File: src/rtl/fpdivsqrt_iter.sv
// rtl/fpdivsqrt_iter.sv - iterative parametrised floating-point divide / square-root unit
//
// One operation in flight. Operands are unpacked and special cases are
// classified on the accepting edge, then MW+3 radix-2 iterations produce the
// significand plus guard and round bits. A single ROUND cycle follows, so the
// latency is fixed at MW+4 edges whatever the operands are.
//
// Ports:
//   clk, reset           clock, synchronous active-high reset
//   in_valid / in_ready  operand handshake (op, rm, n, d captured on accept)
//   op                   00 divide n/d, 01 sqrt(n), 1x executes as divide
//   rm                   0 round-to-nearest-even, 1 round-toward-zero
//   out_valid/out_ready  result handshake; result and flags held until taken
//   result, flags        packed result, {NV, DZ, OF, UF, NX}
module fpdivsqrt_iter #(
  parameter int EW = 8,
  parameter int MW = 23
) (
  input  logic           clk,
  input  logic           reset,
  input  logic           in_valid,
  output logic           in_ready,
  input  logic [1:0]     op,
  input  logic           rm,
  input  logic [EW+MW:0] n,
  input  logic [EW+MW:0] d,
  output logic           out_valid,
  input  logic           out_ready,
  output logic [EW+MW:0] result,
  output logic [4:0]     flags
);
  localparam int W    = 1 + EW + MW;
  localparam int BIAS = (1 << (EW - 1)) - 1;
  localparam int SW   = MW + 1;       // significand with hidden bit
  localparam int QW   = MW + 3;       // significand + guard + round
  localparam int RW   = MW + 6;       // partial remainder
  localparam int XW   = 2 * MW + 6;   // sqrt radicand, two bits consumed per step
  localparam int ESW  = EW + 2;       // signed working exponent
  localparam int CW   = $clog2(QW);
  localparam logic [CW-1:0]         LAST   = CW'(QW - 1);
  localparam logic signed [ESW-1:0] BIAS_S = ESW'(BIAS);
  localparam logic signed [ESW-1:0] EMAX   = ESW'((1 << EW) - 1);
  localparam logic [W-1:0] QNAN = {1'b0, {EW{1'b1}}, 1'b1, {(MW-1){1'b0}}};

  typedef enum logic [1:0] {IDLE, ITER, ROUND, DONE} state_t;
  state_t state_q, state_d;

  logic                  accept;
  logic [RW-1:0]         rem_q, rem_nx, init_rem;
  logic [QW-1:0]         q_q, q_nx;
  logic [XW-1:0]         rad_q, init_rad;
  logic [SW-1:0]         div_q;
  logic signed [ESW-1:0] exp_q, init_exp;
  logic                  sign_q, init_sign, sqrt_q, rm_q;
  logic                  spec, spec_q;
  logic [W-1:0]          spec_res, spec_res_q, round_res;
  logic [4:0]            spec_flags, spec_flags_q, round_flags;
  logic [CW-1:0]         cnt_q;

  // Operand unpacking; subnormals (zero exponent) classify as zero.
  logic          sn, sd;
  logic [EW-1:0] en, ed;
  logic [MW-1:0] mn, md;
  assign {sn, en, mn} = n;
  assign {sd, ed, md} = d;

  logic n_zero, n_inf, n_nan, n_snan, d_zero, d_inf, d_nan, d_snan, is_sqrt, n_lt;
  assign n_zero  = (en == '0);
  assign n_inf   = (&en) && (mn == '0);
  assign n_nan   = (&en) && (mn != '0);
  assign n_snan  = n_nan && !mn[MW-1];
  assign d_zero  = (ed == '0);
  assign d_inf   = (&ed) && (md == '0);
  assign d_nan   = (&ed) && (md != '0);
  assign d_snan  = d_nan && !md[MW-1];
  assign is_sqrt = (op == 2'b01);

  logic [SW-1:0]         sig_n, sig_d;
  logic signed [ESW-1:0] en_s, ed_s, unb_n;
  assign sig_n = {1'b1, mn};
  assign sig_d = {1'b1, md};
  assign n_lt  = sig_n < sig_d;
  assign en_s  = ESW'(en);
  assign ed_s  = ESW'(ed);
  assign unb_n = en_s - BIAS_S;

  assign accept    = in_valid && in_ready;
  assign in_ready  = (state_q == IDLE) || (state_q == DONE && out_ready);
  assign out_valid = (state_q == DONE);

  // Initial recurrence state. A dividend below the divisor is pre-doubled so
  // the first quotient bit is always the hidden 1; an odd sqrt exponent
  // doubles the radicand so the halved exponent is exact.
  always_comb begin
    init_rem  = '0;
    init_rad  = '0;
    init_exp  = '0;
    init_sign = 1'b0;
    if (is_sqrt) begin
      init_exp = (unb_n >>> 1) + BIAS_S;
      init_rad = unb_n[0] ? {sig_n, {(MW+5){1'b0}}} : {1'b0, sig_n, {(MW+4){1'b0}}};
    end else begin
      init_exp  = en_s - ed_s + BIAS_S - ESW'(n_lt);
      init_sign = sn ^ sd;
      init_rem  = n_lt ? RW'({sig_n, 1'b0}) : RW'(sig_n);
    end
  end

  // Special operands, highest priority first; resolved at accept and only
  // selected in ROUND so that latency does not depend on them.
  always_comb begin
    spec       = 1'b1;
    spec_res   = '0;
    spec_flags = '0;
    if (is_sqrt) begin
      if (n_nan) begin
        spec_res      = QNAN;
        spec_flags[4] = n_snan;
      end else if (sn && !n_zero) begin
        spec_res      = QNAN;
        spec_flags[4] = 1'b1;
      end else if (n_zero) spec_res = {sn, {(W-1){1'b0}}};
      else if (n_inf)      spec_res = {1'b0, {EW{1'b1}}, {MW{1'b0}}};
      else                 spec = 1'b0;
    end else begin
      if (n_nan || d_nan) begin
        spec_res      = QNAN;
        spec_flags[4] = n_snan || d_snan;
      end else if ((n_zero && d_zero) || (n_inf && d_inf)) begin
        spec_res      = QNAN;
        spec_flags[4] = 1'b1;
      end else if (d_zero && !n_inf) begin
        spec_res      = {sn ^ sd, {EW{1'b1}}, {MW{1'b0}}};
        spec_flags[3] = 1'b1;
      end else if (n_inf)           spec_res = {sn ^ sd, {EW{1'b1}}, {MW{1'b0}}};
      else if (d_inf || n_zero)     spec_res = {sn ^ sd, {(W-1){1'b0}}};
      else                          spec = 1'b0;
    end
  end

  // One recurrence step: restoring division, or bit-pair square root where
  // the trial subtrahend is 4*root + 1.
  logic [RW-1:0] rem_sh, trial;
  logic          ge;
  always_comb begin
    rem_sh = {rem_q[RW-3:0], rad_q[XW-1:XW-2]};
    trial  = {1'b0, q_q, 2'b01};
    ge     = 1'b0;
    rem_nx = rem_q;
    if (sqrt_q) begin
      ge     = rem_sh >= trial;
      rem_nx = ge ? rem_sh - trial : rem_sh;
    end else begin
      ge     = rem_q >= RW'(div_q);
      rem_nx = (ge ? rem_q - RW'(div_q) : rem_q) << 1;
    end
    q_nx = {q_q[QW-2:0], ge};
  end

  // Rounding and range handling of the finished quotient / root.
  logic                  g_b, r_b, st_b, inc, nx;
  logic [SW:0]           sig_r;
  logic [MW-1:0]         mant_r;
  logic signed [ESW-1:0] exp_r;
  assign g_b    = q_q[1];
  assign r_b    = q_q[0];
  assign st_b   = |rem_q;
  assign nx     = g_b || r_b || st_b;
  assign inc    = !rm_q && g_b && (r_b || st_b || q_q[2]);
  assign sig_r  = {1'b0, q_q[QW-1:2]} + (SW+1)'(inc);
  assign mant_r = sig_r[SW] ? sig_r[MW:1] : sig_r[MW-1:0];
  assign exp_r  = exp_q + ESW'(sig_r[SW]);

  always_comb begin
    round_res   = {sign_q, exp_r[EW-1:0], mant_r};
    round_flags = {4'b0000, nx};
    if (!exp_r[ESW-1] && exp_r >= EMAX) begin
      round_res   = rm_q ? {sign_q, {(EW-1){1'b1}}, 1'b0, {MW{1'b1}}}
                         : {sign_q, {EW{1'b1}}, {MW{1'b0}}};
      round_flags = 5'b00101;
    end else if (exp_r[ESW-1] || exp_r == '0) begin
      round_res   = {sign_q, {(W-1){1'b0}}};
      round_flags = 5'b00011;
    end
  end

  always_comb begin
    state_d = state_q;
    case (state_q)
      IDLE:    if (in_valid) state_d = ITER;
      ITER:    if (cnt_q == LAST) state_d = ROUND;
      ROUND:   state_d = DONE;
      DONE:    if (out_ready) state_d = in_valid ? ITER : IDLE;
      default: state_d = IDLE;
    endcase
  end

  always_ff @(posedge clk) begin
    if (reset) state_q <= IDLE;
    else       state_q <= state_d;
  end

  always_ff @(posedge clk) begin
    if (reset) begin
      rem_q        <= '0;
      q_q          <= '0;
      rad_q        <= '0;
      div_q        <= '0;
      exp_q        <= '0;
      sign_q       <= 1'b0;
      sqrt_q       <= 1'b0;
      rm_q         <= 1'b0;
      spec_q       <= 1'b0;
      spec_res_q   <= '0;
      spec_flags_q <= '0;
      cnt_q        <= '0;
      result       <= '0;
      flags        <= '0;
    end else if (accept) begin
      rem_q        <= init_rem;
      q_q          <= '0;
      rad_q        <= init_rad;
      div_q        <= sig_d;
      exp_q        <= init_exp;
      sign_q       <= init_sign;
      sqrt_q       <= is_sqrt;
      rm_q         <= rm;
      spec_q       <= spec;
      spec_res_q   <= spec_res;
      spec_flags_q <= spec_flags;
      cnt_q        <= '0;
      result       <= '0;
      flags        <= '0;
    end else if (state_q == ITER) begin
      rem_q <= rem_nx;
      q_q   <= q_nx;
      rad_q <= rad_q << 2;
      cnt_q <= cnt_q + 1'b1;
    end else if (state_q == ROUND) begin
      result <= spec_q ? spec_res_q : round_res;
      flags  <= spec_q ? spec_flags_q : round_flags;
    end
  end
endmodule

File: config.mk
export PLATFORM = sky130hd
export DESIGN_NAME = fpdivsqrt_iter
export DESIGN_NICKNAME = d
export VERILOG_FILES = /design/src/rtl/fpdivsqrt_iter.sv
export SDC_FILE = /design/constraint.sdc
export NUM_CORES = 1
export LEC_CHECK = 0
export ABC_AREA = 1
export ABC_CLOCK_PERIOD_IN_PS = 4000
export CAP_MARGIN = 5
export CORE_MARGIN = 4
export CORE_UTILIZATION = 55
export DETAILED_ROUTE_END_ITERATION = 7
export GPL_TIMING_DRIVEN = 0
export HOLD_SLACK_MARGIN = 0.15
export PLACE_DENSITY = 0.88
export SETUP_SLACK_MARGIN = 0.15
export SYNTH_ARGS = -nofsm -noshare
export SYNTH_HDL_FRONTEND = slang
export SYNTH_SLANG_ARGS = --single-unit
File: constraint.sdc
create_clock -name clk -period 4 [get_ports clk]
set_clock_uncertainty 0.15 [all_clocks]
set_input_delay 1 -clock clk [delete_from_list [all_inputs] [get_ports clk]]
set_output_delay 1 -clock clk [all_outputs]
set_load 0.01 [all_outputs]
# After elaboration in Yosys (flattened, before gate mapping)
# Index checks and enable logic that the tools add are counted.
# W data, S select, Z words.
dict set report totals {
  ff_bits 223
}
dict set report classes {
  n_addsub 10
  magnitude_cmp 4
  n_eq_ne 8
  n_mux 56
  n_bitwise 2
  reduce_logical 46
}
# operator count
set op_table {}
lappend op_table {{$mux W32} 10}
lappend op_table {{$mux W52} 4}
lappend op_table {{$mux W29} 5}
lappend op_table {{$mux W31} 3}
lappend op_table {{$logic_not A23 Y1} 2}
lappend op_table {{$reduce_bool A23 Y1} 2}
lappend op_table {{$ge A29 B24 Y1} 1}
lappend op_table {{$ge A29 B28 Y1} 1}
lappend op_table {{$reduce_or A29 Y1} 1}
lappend op_table {{$sub A29 B28 Y29} 1}
lappend op_table {{$mux W28} 1}
lappend op_table {{$sub A28 B24 Y28} 1}
lappend op_table {{$add A24 B1 Y25} 1}
lappend op_table {{$mux W25} 1}
lappend op_table {{$lt A24 B24 Y1} 1}
lappend op_table {{$mux W24} 1}
lappend op_table {{$mux W23} 1}
lappend op_table {{$mux W1} 22}
lappend op_table {{$logic_not A8 Y1} 2}
lappend op_table {{$reduce_and A8 Y1} 2}
lappend op_table {{$logic_and A1 B1 Y1} 15}
lappend op_table {{$add A10 B1 Y10} 1}
lappend op_table {{$add A9 B8 Y10 const B} 1}
lappend op_table {{$ge A10 B9 Y1 const B} 1}
lappend op_table {{25 further kinds} 45}

# Depth between registers and ports, before layout
dict set report logic_depth {
  word_depth 11
  depth_mapped 27
  mapped_depth_nobuf 27
}

# Worst setup path after synthesis
# No wires, ideal clock.
dict set report synth_timing {
  kind {in2reg}
  start {input port d[15]}
  end {register exp_q[7]}
  arrival_ns 3.652
  path_slack_ns 0.067
  path_stages 17
  path_buffers 1
  cell_sequence {inv_1 > ha_1 > nand2_1 > nor4_1 > nand3_1 > nand2_1 > buf_2 > ha_1 > ha_1 > inv_1 > fa_1 > o21ai_0 > a21oi_1 > o21bai_1 > a21oi_1 > o21ai_0 > a31oi_1}
}
dict set report synth_via {
  elab_chain_len 3
}
# item line_no
set synth_rtl {}
lappend synth_rtl {{start, declared} 26} ;# input logic [EW+MW:0] d,
lappend synth_rtl {{$lt A24 B24 Y1} 82} ;# assign n_lt = sig_n < sig_d;
lappend synth_rtl {{$sub A10 B1 Y10} 103} ;# init_exp = en_s - ed_s + BIAS_S - ESW'(n_lt);
lappend synth_rtl {{$mux W10} 99} ;# if (is_sqrt) begin
lappend synth_rtl {{end signal, assigned} 224} ;# exp_q <= init_exp;
lappend synth_rtl {{end, declared} 53} ;# logic signed [ESW-1:0] exp_q, init_exp;
# Every way passes these cells.
# A chain may end at the register's enable or synchronous reset.

# Worst setup path in the final report
dict set report layout_timing {
  start {input port d[7]}
  end {register exp_q[7]}
}
# The elaborated chain is that of the path after synthesis.

==> qor.yml <==
synthesis:
  synthFlopType: "dfxtp_1"
  ys_ff_latch: 167
  synth.avg_cell_area_um2: 6.08
  syn_inst: 2411
  async_flop_share: 0
  ys_types: 55
  syn-num-nets: 2589
  seq_area_frac_synth: 0.228
  syn_area_um2: 14700
  yosys_warnings: 0
  synth_edf_count: 0
cts:
  clkLatencyLatePin_ns: 0.45
  cts_buffers: 17
  clkSinkCount: 167
  cts_tree: "built"
  cts-root-buf: "clkbuf_16"
  clkTransAtPathRegs_ns: 0.08
  clockBufferDepth: 2
  htree_levels: 4
critical_path:
  required_ns: 4.23
  crit_path_start: "d[7]"
  start_kind: "primary input"
  cp_max_fo: 3
  cp.arrival_ns: 4.13
  end_kind: "flip-flop"
  criticalPathCategory: "in2reg"
  crit_chain: "clkdlybuf4s50_1 > inv_1 > ha_1 > nand2_1 > nor2_1 > nand2_1 > nand2_2 > nand3_4 > nand2_4 > buf_6 > ha_4 > ha_4 > inv_2 > fa_2 > o21ai_2 > a21oi_2 > o21bai_1 > buf_4 > o21ai_1 > a31oi_1"
  r2r_start: "q_q[2]$_SDFFE_PP0P_"
  cp_num_buf_inv: 5
  path_delay_family: "adder cells"
  cpMaxStageDelayCell: "clkdlybuf4s50_1"
  crit_path_max_incr_delay_ns: 0.45
floorplan:
  ios: 110
  die_h_um: 171
  die_x_um: 171
  die-area_um2: 29300
  rows: 59
  core_area_um2: 26100
  start_util: 0.561
sta:
  fmax_ghz: 0.257
  finalSetupViolCount: 0
  hold_viol_final: 0
  tightest_slew_ns: 0.860
  max-slew-margin-rel: 0.421
  period_needed_ns: 3.90
  drv_slew: 0
  final_critical_path_setup_slack_ns: 0.102
  fin_hold_ws_ns: 0.317
  fin_crit_sh: 0.975
placed_design:
  hpwlAfterDp_um: 43100
  io_buffers: 109
  routabilityCongestion: 1.00
  placed_cells: 2855
  pre_cts_ws_ns: -1.00
layout:
  final_cells: 2929
  drive_above_1_share: 0.0910
  multi_input_area_um2: 9990
  areaGrowthSynthToFinish_pct: 19.9
  fin_nets: 2759
  antenna_cells: 0
  seq_area_um2: 3340
  final.fill_count: 2367
power_and_ir_drop:
  p_leak_nw: 8.36
  finalPower_mw: 13.4
  p_per_area_nw_per_um2: 765
  ir_worst_vdd_v: 0.000436
drt:
  drtIter0Drc: 2176
  dr_total_vias: 17500
  via_per_inst: 5.96
  postRouteAntennaNets: 0
  dr.pass1.iters: 6
  wl_um: 55300
  drcViolationCount: 0
  detail_route.wl_per_cell_um: 18.9
global_routing:
  antenna_found_initial: 1
  grt_pass1_vias: 16000
  track_usage: 0.362
  grt_pass1_wl_um: 84300
  grt_max_degree: 17
  grt_remaining_overflow: 0
hold_path:
  min_from: "result[17]$_SDFFE_PP0P_"
  min_path_type: "reg2reg"
outcome:
  status: "finished clean"
job:
  maxCapViolations: 0
-- cells by family after synthesis --
kind of cell / count (synthesis) / synth area share
xor gates and xnor gates: 63 / 0.0381
and+or+nand+nor: 1181 / 0.350
adders and majority gates: 107 / 0.0929
AOI/OAI and AO/OA: 444 / 0.170
muxes: 1 / 0.000683
buffers and inverters: 448 / 0.120
DFF: 167 / 0.228
-- report_power, final --
| part | switching [mW] | internal (mW) |
|---|---|---|
| logic | 6.29 | 3.13 |
| clock network | 0.828 | 0.945 |
| registers | 0.316 | 1.93 |
| total | 7.44 | 6.01 |
-- cells in the mapped netlist, drive strengths merged, types with 2 or more instances --
master  instances  area (µm²)
a211oi          3        22.5
clkbuf         41         154
dfxtp         167        3340
o21a            4        30.0
nand4          52         338
a221oi          2        17.5
nor3           46         302
nand3         209        1070
xnor2          26         228
o31ai           7        52.6
nand3b          5        37.5
nor4            5        31.3
a22o            5        43.8
a31oi          11        68.8
a21oi         186         938
o21ai         144         728
clkinv          2        7.51
xor2           37         332
nand2         575        2190
inv           373        1400
a21o            6        45.0
o221ai          2        17.5
o22ai          28         175
o211ai         28         215
buf            32         199
a21boi          2        15.0
or2             2        12.5
ha            104        1300
a41oi           4        35.0
fa              3        60.1
o21bai         10        75.1
nor2          285        1130
-- worst paths after layout --
check	end	cells after the start	slack, ns
worst max-delay path	exp_q[7]$_SDFFE_PP0P_	20	0.10
worst min-delay path	result[17]$_SDFFE_PP0P_	2	0.32
worst max register to register	result[21]$_SDFFE_PP0P_	26	0.32
worst min register to register	result[17]$_SDFFE_PP0P_	2	0.32
-- worst reg2reg max path, delay by kind of cell (launching register included) --
kind,cells,cell delay (ns)
AOI/OAI and AO/OA,1,0.05
xor gates and xnor gates,1,0.19
adders and majority gates,3,0.53
buffers and inverters,5,0.46
DFF,1,0.35
and+or+nand+nor,16,1.82
-- flip-flops by register name, indices dropped and copies added, names as in the netlist, 2 cells and up --
signal and flops:
flags 5, state_q 2, result 32, spec_res_q 3, div_q 24, spec_flags_q 2
q_q 26, exp_q 10, rad_q 25, rem_q 29, cnt_q 5
-- area by class of cell --
class	instances	area share
flip-flops and latches	167	0.190
well taps	335	0.0239
inverters	375	0.0801
clock buffers	19	0.0246
multi-input cells	1796	0.568
plain buffers	73	0.0204
repair buffers	151	0.0829
clock inverters	13	0.00933
-- repair_timing --
item / 4_1_cts / 5_1_grt
pin swaps: 15 / 23
hold buffers: 0 / 0
hold endpoints to repair: 0 / 0
setup buffers: 23 / 19
endpoints found under the setup margin: 42 / 39
gates resized for setup: 46 / 65
-- layout by cell type, fill, tap and decap left out, drive strengths merged, types with 3 or more instances in the layout --
cell,netlist,layout
nand2,575,575
inv,373,379
nor2,285,285
nand3,209,209
a21oi,186,186
dfxtp,167,167
o21ai,144,144
ha,104,104
clkdlybuf4s50,0,88
buf,32,74
clkbuf,41,61
nand4,52,52
nor3,46,46
xor2,37,37
o22ai,28,28
o211ai,28,28
xnor2,26,26
dlymetal6s2s,0,18
a31oi,11,11
o21bai,10,10
o31ai,7,7
a21o,6,6
clkinv,2,6
a22o,5,5
nand3b,5,5
nor4,5,5
o21a,4,4
a41oi,4,4
a211oi,3,3
fa,3,3
-- routing by layer --
metal / GRT usage / wire, µm / up-vias
met1: 0.502 / 23200 / 8051
li1: - / - / 8235
met4: 0.0909 / 1690 / 2
met5: 0 / 7 / -
met3: 0.0623 / 5600 / 161
met2: 0.589 / 24800 / 1010
-- metrics by stage --
step | utilization | instance area (µm²) | TNS (ns)
global route | 0.672 | 17600 | -0.111
floorplan | - | 14700 | 0
CTS | 0.657 | 17200 | 0
finish | 0.672 | 17600 | 0
detailed placement | 0.619 | 16200 | -20.74
global placement | 0.619 | 16200 | -15.54
Note: power is estimated with default switching activity, not from simulation.
